$ cat src/rtl/mem_access_unit.sv
// Load/store sequencer between the CPU datapath and a word-wide RAM without
// byte enables. Sub-word loads are extracted and extended. Sub-word stores
// become read-modify-write sequences. Misaligned or illegal requests are
// answered with err and never touch the RAM.
module mem_access_unit #(
    parameter int RAM_AW = 10,
    parameter int DATA_W = 32    // lane logic assumes 32
) (
    input  logic              clk,
    input  logic              clr_n,
    input  logic              req,
    input  logic              we,
    input  logic [2:0]        op,
    input  logic [RAM_AW+1:0] byte_addr,
    input  logic [DATA_W-1:0] wdata,
    output logic              busy,
    output logic              done,
    output logic              err,
    output logic [DATA_W-1:0] rdata,
    output logic              ram_sel,
    output logic              ram_ld,
    output logic              ram_str,
    output logic [RAM_AW-1:0] ram_addr,
    output logic [DATA_W-1:0] ram_din,
    input  logic [DATA_W-1:0] ram_dout
);

    localparam logic [2:0] OP_B  = 3'b000;
    localparam logic [2:0] OP_H  = 3'b001;
    localparam logic [2:0] OP_W  = 3'b010;
    localparam logic [2:0] OP_BU = 3'b100;
    localparam logic [2:0] OP_HU = 3'b101;

    typedef enum logic [2:0] {
        S_IDLE,
        S_RD,
        S_CAP,
        S_WR,
        S_RESP
    } state_t;

    state_t state, state_nxt;

    logic        accept;
    logic        req_err;
    logic        we_q;
    logic [2:0]  op_q;
    logic [1:0]  lo_q;
    logic [15:0] wdata_q;     // only byte/half payload is needed after accept
    logic        err_q;
    logic [DATA_W-1:0] merged;
    logic [DATA_W-1:0] load_val;
    logic [7:0]  byte_lane;
    logic [15:0] half_lane;

    // Classify the incoming request: illegal op, store of an unsigned op, or misalignment.
    always_comb begin
        // NOTE: every always_comb output gets a default first so no path can infer a latch.
        req_err = 1'b0;
        case (op)
            OP_B:    req_err = 1'b0;
            OP_H:    req_err = byte_addr[0];
            OP_W:    req_err = |byte_addr[1:0];
            OP_BU:   req_err = we;
            OP_HU:   req_err = we | byte_addr[0];
            default: req_err = 1'b1;
        endcase
    end

    // State register.
    always_ff @(posedge clk) begin
        // NOTE: sequential state uses non-blocking assignments so all registers update together at the edge.
        if (!clr_n) state <= S_IDLE;
        else        state <= state_nxt;
    end

    // Next-state and RAM strobe decode.
    always_comb begin
        state_nxt = state;
        accept    = 1'b0;
        busy      = (state != S_IDLE);
        done      = (state == S_RESP);
        err       = (state == S_RESP) & err_q;
        ram_sel   = 1'b0;
        ram_ld    = 1'b0;
        ram_str   = 1'b0;
        case (state)
            S_IDLE: begin
                if (req) begin
                    accept = 1'b1;
                    if (req_err)               state_nxt = S_RESP;
                    else if (we && op == OP_W) state_nxt = S_WR;
                    else                       state_nxt = S_RD;
                end
            end
            S_RD: begin
                ram_sel   = 1'b1;
                ram_ld    = 1'b1;
                state_nxt = S_CAP;
            end
            S_CAP: begin
                // Read strobe held so the RAM output stays valid for the capture edge.
                ram_sel   = 1'b1;
                ram_ld    = 1'b1;
                state_nxt = we_q ? S_WR : S_RESP;
            end
            S_WR: begin
                ram_sel   = 1'b1;
                ram_str   = 1'b1;
                state_nxt = S_RESP;
            end
            S_RESP:  state_nxt = S_IDLE;
            default: state_nxt = S_IDLE;
        endcase
    end

    // Lane extraction for loads and lane replacement for read-modify-write stores.
    always_comb begin
        byte_lane = ram_dout[{lo_q, 3'b000} +: 8];
        half_lane = ram_dout[{lo_q[1], 4'b0000} +: 16];
        merged    = ram_dout;
        if (op_q[0]) merged[{lo_q[1], 4'b0000} +: 16] = wdata_q;
        else         merged[{lo_q, 3'b000} +: 8]      = wdata_q[7:0];
        case (op_q)
            OP_B:    load_val = {{24{byte_lane[7]}}, byte_lane};
            OP_H:    load_val = {{16{half_lane[15]}}, half_lane};
            OP_BU:   load_val = {24'h0, byte_lane};
            OP_HU:   load_val = {16'h0, half_lane};
            default: load_val = ram_dout;
        endcase
    end

    // Request latching, load result capture and store-word assembly.
    always_ff @(posedge clk) begin
        if (!clr_n) begin
            we_q     <= 1'b0;
            op_q     <= 3'b000;
            lo_q     <= 2'b00;
            wdata_q  <= 16'h0;
            err_q    <= 1'b0;
            rdata    <= '0;
            ram_addr <= '0;
            ram_din  <= '0;
        end else begin
            if (accept) begin
                we_q     <= we;
                op_q     <= op;
                lo_q     <= byte_addr[1:0];
                wdata_q  <= wdata[15:0];
                err_q    <= req_err;
                ram_addr <= byte_addr[RAM_AW+1:2];
                if (we && op == OP_W && !req_err) ram_din <= wdata;
            end
            if (state == S_CAP) begin
                if (we_q) ram_din <= merged;
                else      rdata   <= load_val;
            end
        end
    end

endmodule
$ cat config.mk
export PLATFORM = sky130hd
export DESIGN_NAME = mem_access_unit
export DESIGN_NICKNAME = d
export VERILOG_FILES = /design/src/rtl/mem_access_unit.sv
export SDC_FILE = /design/constraint.sdc
export NUM_CORES = 1
export LEC_CHECK = 0
export BUFFER_PORTS_ARGS = -buffer_cell sky130_fd_sc_hd__buf_2
export CORE_MARGIN = 10
export CORE_UTILIZATION = 41
export DETAILED_ROUTE_END_ITERATION = 8
export PLACE_DENSITY = 0.66
export SLEW_MARGIN = 20
export SYNTH_ARGS = -nofsm -noshare
export SYNTH_HDL_FRONTEND = slang
export SYNTH_SLANG_ARGS = --single-unit
$ cat constraint.sdc
create_clock -name clk -period 2.7 [get_ports clk]
set_clock_uncertainty 0.1 [all_clocks]
set_input_delay 0.54 -clock clk [delete_from_list [all_inputs] [get_ports clk]]
set_output_delay 0.54 -clock clk [all_outputs]
set_load 0.1 [all_outputs]
==> Yosys cells after proc, flatten, opt, wreduce, memory -nomap -nowiden <==
Index checks and enable logic that the tools add are counted.
{ "word_totals": {"wordCells": 62, "regBits": 100} }
{ "classes": {"n_reduce_logical": 11, "muxes": 19, "shifts": 6, "bitwise": 3, "add_sub_neg": 2, "eq_ne": 12} }
{ "ops": {"columns": ["op", "count"], "rows": [
  ["32-bit 2-to-1 mux", 5],
  ["32-bit case mux with 4 select lines", 1],
  ["32-bit bitwise mux", 2],
  ["16-bit by 7-bit variable shift with 32-bit output, first input constant", 1],
  ["8-bit by 7-bit variable shift with 32-bit output, first input constant", 1],
  ["16-bit by 7-bit indexed part select with 32-bit output", 1],
  ["32-bit by 6-bit indexed part select with 16-bit output", 1],
  ["32-bit by 6-bit indexed part select with 8-bit output", 1],
  ["8-bit by 7-bit indexed part select with 32-bit output", 1],
  ["3-bit equality test, second input constant", 5],
  ["5-bit negator with 7-bit output", 2],
  ["3-bit case mux with 4 select lines", 1],
  ["3-bit by 1-bit equality test with 1-bit output, second input constant", 3],
  ["3-bit by 2-bit equality test with 1-bit output, second input constant", 3],
  ["3-bit logical NOT", 3],
  ["3-bit 2-to-1 mux", 3],
  ["1-bit 2-to-1 mux", 5],
  ["1-bit case mux with 5 select lines", 1],
  ["2-bit OR reduction", 2],
  ["3-bit nonzero test", 1],
  ["3-bit OR reduction", 1],
  ["1-bit logical AND", 2],
  ["2-bit 2-to-1 mux", 1],
  ["2-bit != test, second input constant", 1],
  ["other kinds (5)", 5]
]} }

==> Depth between registers and ports, before layout <==
{ "depth": {"word_depth": 8, "ltp_mapped": 8} }

==> Worst setup path after synthesis <==
No wires, ideal clock.
{ "synth_path": {"kind": "reg2out", "start": "register state[0]", "end": "output port ram_ld", "arrival_ns": 1.830, "setup_slack_ns": 0.230, "stages_incl_launch_ff": 4, "t_required_ns": 2.060, "cell_sequence": "dfxtp_1 buf_2 xnor2_1 nor2_1"} }
{ "synth_between": {"elab_chain_len": 3, "word_cells_on_any_way": 4, "cone_classes": "2 x eq/ne; 1 x mux; 1 x reduce/logical"} }
{ "synth_lines": {"columns": ["item", "line_no", "rtl"], "rows": [
  ["start: declaration", "42", "state_t state, state_nxt;"],
  ["start signal: assignment", "74", "else state <= state_nxt;"],
  ["3-bit by 2-bit equality test with 1-bit output or 3-bit by 1-bit equality test with 1-bit output (tied branches)", "87", "case (state)"],
  ["2-bit OR reduction (no source line) (*)", null, null],
  ["1-bit 2-to-1 mux (*)", "87", null],
  ["end: declaration", "21", "output logic ram_ld,"]
]} }
Every way passes the cells marked *; elsewhere a longest branch is shown, timed or not.

==> Worst setup path after layout <==
{ "layout_path": {"start": "register lo_q[0]", "end": "register ram_din[9]"} }
{ "layout_between": {"elab_chain_len": 6, "word_cells_on_any_way": 7, "cone_classes": "1 x add/sub; 2 x shift; 4 x mux"} }
{ "layout_lines": {"columns": ["item", "line_no", "rtl"], "rows": [
  ["start: declaration", "48", "logic [1:0] lo_q;"],
  ["start signal: assignment", "148", "lo_q <= byte_addr[1:0];"],
  ["5-bit negator with 7-bit output (*)", "123", "else merged[{lo_q, 3'b000} +: 8] = wdata_q[7:0];"],
  ["8-bit by 7-bit indexed part select with 32-bit output or 8-bit by 7-bit variable shift with 32-bit output (tied branches)", "123", null],
  ["32-bit bitwise mux (*)", "123", null],
  ["32-bit 2-to-1 mux (*)", "122", "if (op_q[0]) merged[{lo_q[1], 4'b0000} +: 16] = wdata_q;"],
  ["32-bit 2-to-1 mux (*)", "155", "if (we_q) ram_din <= merged;"],
  ["32-bit 2-to-1 mux (*)", "154", "if (state == S_CAP) begin"],
  ["end signal: assignment", "152", "if (we && op == OP_W && !req_err) ram_din <= wdata;"],
  ["end signal: assignment", "155", null],
  ["end: declaration", "24", "output logic [DATA_W-1:0] ram_din,"]
]} }
Marked as above.
A chain may end at the register's enable or synchronous reset.

==> impl_metrics.env <==
export IMPL_outcome="finished, final reports clean"
export IMPL_final_max_slew_viol_count=0
export IMPL_cellPowerDensity_nw_per_um2=567
export IMPL_peakVddDrop_v=0.000464
export IMPL_setup_slack_ps=290
export IMPL_maxCapViolations=0
export IMPL_synth_most_common_cell="nand2_1"
export IMPL_cts_path_max_buffers=2
export IMPL_antenna_found_initial=1
export IMPL_fin_crit_ps=2410
export IMPL_seq_area_um2=2000
export IMPL_rsz0062_at_grt="false"
export IMPL_synthArstFlopShare_pct=0
export IMPL_grt_max_degree=47
export IMPL_synth_area_um2=5140
export IMPL_die_h_um=132
export IMPL_start_util_pct=42.3
export IMPL_timing_fmax_ghz=0.415
export IMPL_setup_viol=0
export IMPL_holdWs_ps=317
export IMPL_cts_buffers=9
export IMPL_fillerInstances=1212
export IMPL_row_count=40
export IMPL_path_max_fanout=16
export IMPL_cts_tree="done"
export IMPL_dr_wl_met2_mm=8.74
export IMPL_startpoint_type="register"
export IMPL_max_slew_margin_pct=48.0
export IMPL_hold_viol=0
export IMPL_overflow=0
export IMPL_grt_pass1_vias=5294
export IMPL_cts_hold_buffers_added=0
export IMPL_core_um2=12200
export IMPL_area_growth_pct=24.4
export IMPL_post_cts_setup_buffers=0
export IMPL_leakagePower_nw=2.70
export IMPL_wire_per_inst_um=20.1
export IMPL_grt_total_usage_pct=20.8
export IMPL_cts_resized=0
export IMPL_hpwl_mm=13.9
export IMPL_met1_length_mm=8.11
export IMPL_diodes=0
export IMPL_required_ps=2830
export IMPL_top_layer_used="met5"
export IMPL_detailedPlace_worstSlack_ps=279
export IMPL_worst_pin_slew_ps=780
export IMPL_die_area_um2=17400
export IMPL_avgSynthCellArea_um2=8.14
export IMPL_firstDrtPassIters=5
export IMPL_critical_path_buf_inv_count=1
export IMPL_ys_top_cells_by_count="116 x nand2_1, 100 x dfxtp_1, 77 x a21oi_1"
export IMPL_hold_class="in -> reg"
export IMPL_syn_num_nets=720
export IMPL_crit_chain="inv_1, ha_1, and4b_1, a22o_1, o311ai_0, nor3_1"
export IMPL_wl_met3_mm=1.58
export IMPL_ant_nets=0
export IMPL_synth_top_cell_area_share_pct=38.9
export IMPL_drt_iter0_drc=395
export IMPL_nets=852
export IMPL_path_class="reg -> reg"
export IMPL_endpoint_kind="register"
export IMPL_final_period_utilization_pct=89.2
export IMPL_final_util_pct=52.6
export IMPL_clk_pin_slew_ps=70
export IMPL_multi_input_area_um2=2890
export IMPL_total_power_mw=3.63
export IMPL_cts_sinks=100
export IMPL_ys_types=46
export IMPL_tns_ps=0
export IMPL_ys_seq_area_share_pct=38.9
export IMPL_syn_inst=632
export IMPL_cts_root_buf="clkbuf_16"
export IMPL_clkLatencyLatePin_ps=360
export IMPL_synth_enable_flop_cells=0
export IMPL_drive_gt1_share_pct=27.7
export IMPL_io_pins=163
export IMPL_yosysWarnings=0
export IMPL_portBuffers=162
export IMPL_wl_mm=18.8
export IMPL_synth_area_leaders="dfxtp_1 39%, nand2_1 8.5%, a21oi_1 7.5%"
export IMPL_synth_seq_cells=100
export IMPL_place_gp_congestion=0.929
export IMPL_htree_levels=3
export IMPL_crit_arrival_ps=2540
export IMPL_slowest_delay_ps=590
export IMPL_vias=5408
export IMPL_yosysTopAreaCell="dfxtp_1"
export IMPL_die_x_um=132
export IMPL_drc=0
export IMPL_synthFlopType="dfxtp_1"
export IMPL_cp_slowest_cell="dfxtp_1"
export IMPL_grt_pass1_wl_mm=29.8
export IMPL_via_per_inst=5.78
export IMPL_path_delay_family="compound AO/OA/AOI/OAI gates"
## sequential cells by signal, indices dropped and copies added, names as in the netlist
register,count
ram_addr,10
wdata_q,16
rdata,32
op_q,3
we_q,1
lo_q,2
state,3
ram_din,32
err_q,1
## layer usage
layer / global-route usage [%] / vias up
li1: - / 2589
met1: 26.3 / 2550
met2: 32.6 / 236
met3: 6.48 / 31
met4: 7.11 / 2
met5: 0 / -
## worst paths after layout
| kind | startpoint | to | slack, ps | cells after the start |
|---|---|---|---|---|
| max | lo_q[0] | ram_din[9] | 290 | 6 |
| min | byte_addr[4] | ram_addr[2] | 320 | 3 |
| max reg2reg | lo_q[0] | ram_din[9] | 290 | 6 |
| min reg2reg | ram_addr[9] | ram_addr[9] | 360 | 2 |
## worst register-to-register path: stages (launching register included)
cell and delay (ps):
dfxtp_1 590, inv_1 160, ha_1 370, and4b_1 290, a22o_1 210, o311ai_0 450
nor3_1 120
## cell families (layout without fill, tap and decap cells)
family,count (synthesis),after routing,synth area share (%)
simple gates,244,244,24.1
xor+xnor,1,1,0.170
flops,100,100,38.9
buf+inv,65,201,5.33
compound gates,175,175,21.7
fa+ha+maj,5,5,1.22
mux,42,42,8.63
## layout by cell type, fill, tap and decap left out, types with 9 or more instances in the layout
master / n
a221o_1: 9
dfxtp_1: 99
clkbuf_16: 9
buf_2: 162
a21oi_1: 77
nand2_1: 116
mux2_2: 9
a221oi_1: 18
nor4_1: 20
buf_4: 15
nor2_1: 19
o21ai_0: 26
a31oi_1: 12
nor3_1: 42
mux2i_1: 32
## area by class of cell
| cell class | instances | share of cell area [%] |
|---|---|---|
| tap | 168 | 3.28 |
| multi-input combinational | 467 | 45.2 |
| clock buffer | 12 | 4.16 |
| sequential | 100 | 31.3 |
| inverter | 6 | 0.352 |
| timing repair buffer | 180 | 15.4 |
| clock inverter | 3 | 0.332 |
## through the flow
stage	std cells	area [um2]
global placement	921	6110
finish	936	6400
detailed placement	921	6110
global route	936	6400
CTS	936	6400
floorplan	632	5140
## power breakdown
group | switching (mW) | internal (mW) | leakage [nW]
Sequential | 0.0691 | 1.53 | 0.812
Combinational | 0.524 | 0.230 | 1.74
Clock | 0.585 | 0.696 | 0.141
Total | 1.18 | 2.45 | 2.70
No activity file was read; power rests on OpenSTA's default activity.
